File: src/rtl/prog_loader.sv
// prog_loader: validates instruction field bundles, packs them into
// 32-bit words and writes them to program RAM, then appends HLT.
module prog_loader #(
  parameter int RAM_SIZE = 256
) (
  input  logic        clk,
  input  logic        reset,
  input  logic        start,
  input  logic        finish,
  input  logic        in_valid,
  output logic        in_ready,
  input  logic [4:0]  in_cond,
  input  logic [2:0]  in_super,
  input  logic [3:0]  in_sub,
  input  logic [3:0]  in_funct,
  input  logic [7:0]  in_arg1,
  input  logic [7:0]  in_arg2,
  output logic        mem_we,
  output logic [7:0]  mem_addr,
  output logic [31:0] mem_wdata,
  output logic [8:0]  word_count,
  output logic        busy,
  output logic        done,
  output logic        full,
  output logic        err,
  output logic [1:0]  err_code
);

  localparam logic [8:0]  LIMIT = 9'(RAM_SIZE);
  localparam logic [31:0] HLT   = 32'h0001_0000;

  // DRAIN lets a bundle accepted with finish reach RAM before HLT
  typedef enum logic [2:0] {
    S_IDLE,
    S_LOAD,
    S_DRAIN,
    S_TERM,
    S_DONE
  } state_e;

  state_e      state_q;
  logic [8:0]  wc_q;
  logic        err_q;
  logic [1:0]  code_q;
  logic        we_q;
  logic [7:0]  addr_q;
  logic [31:0] data_q;

  logic        full_w;
  logic        accept;
  logic        reg_op;
  logic        reg_bad;
  logic [1:0]  cause;
  logic [31:0] word;

  assign full_w = (wc_q == LIMIT);
  assign accept = in_valid && in_ready;
  assign word   = {in_cond, in_super, in_sub,
                   in_funct, in_arg1, in_arg2};

  assign reg_op  = (in_funct >= 4'd3) && (in_funct <= 4'd5);
  assign reg_bad = (reg_op && (in_arg1 > 8'd3)) ||
                   ((in_funct == 4'd5) && (in_arg2 > 8'd3));

  // classify the bundle; the first failing check is the cause
  always_comb begin
    cause = 2'd0;
    if (in_cond > 5'h12) begin
      cause = 2'd1;
    end else if ((in_super == 3'd0) && in_funct[3]) begin
      cause = 2'd2;
    end else if ((in_super == 3'd0) && reg_bad) begin
      cause = 2'd3;
    end
  end

  // loader FSM with registered RAM write port and counters
  always_ff @(posedge clk) begin
    if (reset) begin
      state_q <= S_IDLE;
      wc_q    <= 9'd0;
      err_q   <= 1'b0;
      code_q  <= 2'd0;
      we_q    <= 1'b0;
      addr_q  <= 8'd0;
      data_q  <= 32'd0;
    end else if (start) begin
      state_q <= S_LOAD;
      wc_q    <= 9'd0;
      err_q   <= 1'b0;
      code_q  <= 2'd0;
      we_q    <= 1'b0;
    end else begin
      we_q <= 1'b0;
      case (state_q)
        S_LOAD: begin
          if (accept) begin
            if (cause == 2'd0) begin
              we_q   <= 1'b1;
              addr_q <= wc_q[7:0];
              data_q <= word;
              wc_q   <= wc_q + 9'd1;
            end else begin
              err_q <= 1'b1;
              if (!err_q) code_q <= cause;
            end
          end
          if (finish) state_q <= S_DRAIN;
        end
        S_DRAIN: begin
          if (wc_q < LIMIT) begin
            we_q   <= 1'b1;
            addr_q <= wc_q[7:0];
            data_q <= HLT;
            wc_q   <= wc_q + 9'd1;
          end
          state_q <= S_TERM;
        end
        S_TERM:  state_q <= S_DONE;
        default: state_q <= state_q;
      endcase
    end
  end

  assign in_ready   = (state_q == S_LOAD) && !full_w;
  assign full       = full_w;
  assign busy       = (state_q == S_LOAD) ||
                      (state_q == S_DRAIN) ||
                      (state_q == S_TERM);
  assign done       = (state_q == S_DONE);
  assign mem_we     = we_q;
  assign mem_addr   = addr_q;
  assign mem_wdata  = data_q;
  assign word_count = wc_q;
  assign err        = err_q;
  assign err_code   = code_q;

endmodule

File: config.mk
export PLATFORM = sky130hd
export DESIGN_NAME = prog_loader
export DESIGN_NICKNAME = d
export VERILOG_FILES = /design/src/rtl/prog_loader.sv
export SDC_FILE = /design/constraint.sdc
export NUM_CORES = 1
export LEC_CHECK = 0
export ABC_AREA = 1
export CELL_PAD_IN_SITES_DETAIL_PLACEMENT = 1
export CELL_PAD_IN_SITES_GLOBAL_PLACEMENT = 1
export CORE_ASPECT_RATIO = 1.5
export CORE_MARGIN = 2
export CORE_UTILIZATION = 32
export CTS_BUF_LIST = sky130_fd_sc_hd__clkbuf_4 sky130_fd_sc_hd__clkbuf_8
export DETAILED_ROUTE_END_ITERATION = 12
export PLACE_DENSITY = 0.79
export SKIP_LAST_GASP = 1
export SLEW_MARGIN = 20
export SYNTH_ARGS = -nofsm -noshare
export SYNTH_HDL_FRONTEND = slang
export SYNTH_SLANG_ARGS = --single-unit
File: constraint.sdc
create_clock -name clk -period 1.93 [get_ports clk]
set_input_delay 0.2895 -clock clk [delete_from_list [all_inputs] [get_ports clk]]
set_output_delay 0.2895 -clock clk [all_outputs]
set_load 0.01 [all_outputs]
==> impl_metrics.xml <==
<?xml version="1.0" encoding="UTF-8"?>
<metrics>
  <group name="global_routing">
    <metric name="grt.overflow.total" unit="">0</metric>
    <metric name="pin_count_of_the_biggest_net_entering_global_routing" unit="">42</metric>
    <metric name="grt.total_usage" unit="%">18.7</metric>
    <metric name="grt_antenna_before_repair" unit="">0</metric>
    <metric name="grt_pass1_vias" unit="">3013</metric>
    <metric name="grt_pass1_wl" unit="µm">13700</metric>
  </group>
  <group name="drt">
    <metric name="via_count" unit="">3016</metric>
    <metric name="post_route_wl" unit="µm">9000</metric>
    <metric name="ant_nets" unit="">0</metric>
    <metric name="detailedRoute.firstIterationViolations" unit="">126</metric>
    <metric name="vias_per_cell" unit="">4.81</metric>
    <metric name="detail_routed_net_length_per_standard_cell" unit="µm">14.3</metric>
    <metric name="remaining_drc_errors" unit="">0</metric>
    <metric name="pre_antenna_drt_iters" unit="">4</metric>
  </group>
  <group name="timing">
    <metric name="hold_ws" unit="ps">482</metric>
    <metric name="worst_slack" unit="ps">74.6</metric>
    <metric name="max-slew-margin-rel" unit="%">67.9</metric>
    <metric name="finalCriticalPeriod" unit="ps">1860</metric>
    <metric name="finalCritPeriodShare" unit="%">96.1</metric>
    <metric name="fmax" unit="GHz">0.539</metric>
    <metric name="timing.final.max_slew_violations" unit="">0</metric>
    <metric name="fin_setup_tns" unit="ps">0</metric>
    <metric name="clock-skew-final" unit="ps">9.94</metric>
    <metric name="report.final.setup_viol" unit="">0</metric>
    <metric name="worst_pin_slew" unit="ps">477</metric>
    <metric name="rsz0062_at_grt" unit="">true</metric>
    <metric name="final_hold_viol_count" unit="">0</metric>
  </group>
  <group name="logic_synthesis">
    <metric name="synth-main-ff-cell" unit="">sky130_fd_sc_hd__dfxtp_1</metric>
    <metric name="synth_area_leaders" unit="">sky130_fd_sc_hd__dfxtp_1 (42%), sky130_fd_sc_hd__nand2_1 (14%), sky130_fd_sc_hd__nand3_1 (10%)</metric>
    <metric name="synthArstFlopShare" unit="%">0</metric>
    <metric name="yosys.area.top_type_share" unit="%">41.6</metric>
    <metric name="ys_top_cells_by_count" unit="">sky130_fd_sc_hd__nand2_1 (104), sky130_fd_sc_hd__nor2_1 (67), sky130_fd_sc_hd__dfxtp_1 (56)</metric>
    <metric name="synth_nets" unit="">447</metric>
    <metric name="postSynthAreaPerCell" unit="µm²">6.61</metric>
    <metric name="yosys.cell_count.top_type" unit="">sky130_fd_sc_hd__nand2_1</metric>
    <metric name="synth.ff_latch_count" unit="">56</metric>
    <metric name="synth_cell_type_count" unit="">25</metric>
    <metric name="synth.cell_area" unit="mm²">0.00270</metric>
    <metric name="yosysTopAreaCell" unit="">sky130_fd_sc_hd__dfxtp_1</metric>
    <metric name="yosysWarnings" unit="">0</metric>
    <metric name="number_of_synthesized_flops_with_an_enable_pin" unit="">0</metric>
    <metric name="postSynthCellCount" unit="">408</metric>
    <metric name="ys_seq_area_share" unit="%">41.6</metric>
  </group>
  <group name="power">
    <metric name="power-per-cell-area" unit="mW/mm²">619</metric>
    <metric name="ir_drop" unit="mV">0.310</metric>
    <metric name="p_leak" unit="nW">1.77</metric>
  </group>
  <group name="placed_design">
    <metric name="gp_congestion" unit="">0.868</metric>
    <metric name="post_place_worst_slack" unit="ps">-207</metric>
    <metric name="placed_cell_area" unit="mm²">0.00394</metric>
    <metric name="place.detailed.hpwl" unit="µm">6260</metric>
    <metric name="numPortBuffers" unit="">93</metric>
  </group>
  <group name="worst_hold_path">
    <metric name="min-delay-path-class" unit="">flip-flop to flip-flop</metric>
  </group>
  <group name="critical_path">
    <metric name="worstPathRequired" unit="ps">2150</metric>
    <metric name="setup.worst_path.end_class" unit="">flip-flop</metric>
    <metric name="reg2reg_from" unit="">state_q[1]$_SDFFE_PP0P_</metric>
    <metric name="worst_setup_path_endpoint" unit="">mem_wdata[22]$_SDFFE_PP0P_</metric>
    <metric name="r2r_end" unit="">mem_wdata[22]$_SDFFE_PP0P_</metric>
    <metric name="r2r_slack" unit="ps">70</metric>
    <metric name="reg2regPathDepth" unit="">12</metric>
    <metric name="worstSetupStartpoint" unit="">state_q[1]$_SDFFE_PP0P_</metric>
    <metric name="setup.worst_path.start_class" unit="">flip-flop</metric>
    <metric name="crit_arrival" unit="ps">2070</metric>
    <metric name="critical_path_class" unit="">flip-flop to flip-flop</metric>
    <metric name="timing.critical_path.fanout_max" unit="">20</metric>
  </group>
  <group name="final_layout">
    <metric name="drive_gt1_share" unit="%">11.9</metric>
    <metric name="filler_cell_count" unit="">1078</metric>
    <metric name="finalCoreUtilization" unit="%">50.2</metric>
    <metric name="fin_area" unit="mm²">0.00417</metric>
    <metric name="synthToLayoutAreaGrowth" unit="%">54.7</metric>
    <metric name="finish.net_count" unit="">558</metric>
    <metric name="num_antenna_cells" unit="">0</metric>
  </group>
  <group name="die">
    <metric name="chipWidth" unit="µm">79.0</metric>
    <metric name="placeableCoreArea" unit="mm²">0.00831</metric>
    <metric name="initial_core_util" unit="%">32.5</metric>
    <metric name="die_h" unit="µm">116</metric>
    <metric name="site_rows" unit="">41</metric>
    <metric name="io_pins" unit="">94</metric>
    <metric name="floorplan.die_area" unit="mm²">0.00920</metric>
  </group>
  <group name="clock_network">
    <metric name="cts-root-buf" unit="">sky130_fd_sc_hd__clkbuf_8</metric>
    <metric name="ctsHtreeMaxLevel" unit="">2</metric>
    <metric name="numCtsBuffers" unit="">5</metric>
    <metric name="worstSkewPairLatency" unit="ps">320</metric>
    <metric name="cts_tree" unit="">done</metric>
    <metric name="clk_transition_reported_paths" unit="ps">100</metric>
    <metric name="clock_tree.buffer_depth" unit="">2</metric>
    <metric name="clock_sink_count" unit="">56</metric>
  </group>
  <group name="status">
    <metric name="outcome" unit="">finished, final reports clean</metric>
  </group>
  <group name="job">
    <metric name="max-cap-violations" unit="">0</metric>
  </group>
</metrics>
metrics by stage:
stage | std cells | total power, mW
2_1_floorplan | 408 | 1.59
3_3_place_gp | 613 | 1.90
3_5_place_dp | 613 | 1.92
4_1_cts | 621 | 2.58
5_1_grt | 627 | 2.74
6_report | 627 | 2.59
routing by layer:
layer	share of wire, %	up-vias	GRT usage, %
met4	3.4	0	8.62
met2	53	63	34.2
met1	41	1403	21.5
met5	0	-	0
met3	2.6	19	2.32
li1	-	1531	-
layout by cell type, fill, tap and decap left out, types with 2 or more instances in the layout:
cell,netlist,final
sky130_fd_sc_hd__nor4_1,2,2
sky130_fd_sc_hd__nor2_1,67,65
sky130_fd_sc_hd__xor2_1,4,4
sky130_fd_sc_hd__inv_1,23,21
sky130_fd_sc_hd__clkbuf_8,0,5
sky130_fd_sc_hd__clkdlybuf4s50_1,0,91
sky130_fd_sc_hd__ha_1,2,2
sky130_fd_sc_hd__dfxtp_2,0,4
sky130_fd_sc_hd__a21oi_1,50,50
sky130_fd_sc_hd__nand2_2,0,2
sky130_fd_sc_hd__dfxtp_1,56,52
sky130_fd_sc_hd__buf_12,0,8
sky130_fd_sc_hd__clkinv_2,0,2
sky130_fd_sc_hd__inv_2,2,4
sky130_fd_sc_hd__clkbuf_16,0,2
sky130_fd_sc_hd__buf_6,0,2
sky130_fd_sc_hd__nand3_1,55,54
sky130_fd_sc_hd__nand4_1,2,2
sky130_fd_sc_hd__o21ai_0,4,4
sky130_fd_sc_hd__buf_4,5,24
sky130_fd_sc_hd__nor2_4,0,2
sky130_fd_sc_hd__nand2_1,104,101
sky130_fd_sc_hd__nor3_1,4,4
cell families after synthesis:
| kind of cell | share of synthesized area [%] |
|---|---|
| AO/OA/AOI/OAI | 11.5 |
| AND/OR/NAND/NOR | 36.4 |
| adder cells (fa/ha/maj) | 0.927 |
| flip-flops | 41.6 |
| XOR/XNOR | 1.30 |
| buffers and inverters | 8.35 |
worst max-delay path, cell delays in order (launching register included):
cell and delay, ps:
sky130_fd_sc_hd__dfxtp_2 370, sky130_fd_sc_hd__inv_2 60, sky130_fd_sc_hd__nor2_2 100, sky130_fd_sc_hd__inv_2 60, sky130_fd_sc_hd__nor2_4 100, sky130_fd_sc_hd__inv_2 40
sky130_fd_sc_hd__or2_1 260, sky130_fd_sc_hd__a21oi_4 240, sky130_fd_sc_hd__buf_12 150, sky130_fd_sc_hd__buf_12 150, sky130_fd_sc_hd__nand3_1 100, sky130_fd_sc_hd__nand2_1 70
sky130_fd_sc_hd__nor2_1 40
flip-flops by register name, summed over array words and instances, names as in the netlist:
name and flops:
err_code 2, mem_addr 8, mem_we 1, err 1, word_count 9, mem_wdata 32, state_q 3
report_power, final:
part           switching [mW]  internal, mW  total [mW]
combinational           0.320         0.353       0.673
sequential             0.0371          1.22        1.26
clock                   0.400         0.254       0.654
how the worst min path moves through the flow:
stage / startpoint / to / slack [ps] / cells past startpoint
final: err_code[1]$_SDFFE_PP0P_ / err_code[1]$_SDFFE_PP0P_ / 480 / 2
after global routing: err_code[1]$_SDFFE_PP0P_ / err_code[1]$_SDFFE_PP0P_ / 490 / 2
after CTS: err_code[1]$_SDFFE_PP0P_ / err_code[1]$_SDFFE_PP0P_ / 480 / 2
after detailed placement: err_code[1]$_SDFFE_PP0P_ / err_code[1]$_SDFFE_PP0P_ / 460 / 2
after global placement: mem_wdata[18]$_SDFFE_PP0P_ / mem_wdata[18]$_SDFFE_PP0P_ / 460 / 2
after floorplan: start / state_q[0]$_SDFFE_PP0P_ / 410 / 1
cell type report:
type | count | area (µm²) | area share [%]
flip-flops and latches | 56 | 1130 | 27.0
clock inverters | 3 | 18.8 | 0.450
multi-input cells | 301 | 1390 | 33.3
repair buffers | 129 | 1340 | 32.0
clock buffers | 5 | 68.8 | 1.65
well taps | 107 | 134 | 3.21
inverters | 26 | 97.6 | 2.34
timing repair:
action	in CTS	in global routing
endpoints found under the hold margin	0	0
pin swaps	0	4
resized for setup	4	17
setup endpoints to repair	7	52
cloned	0	2
setup buffers	0	4
hold buffers	0	0
(Power assumes the default switching activity.)
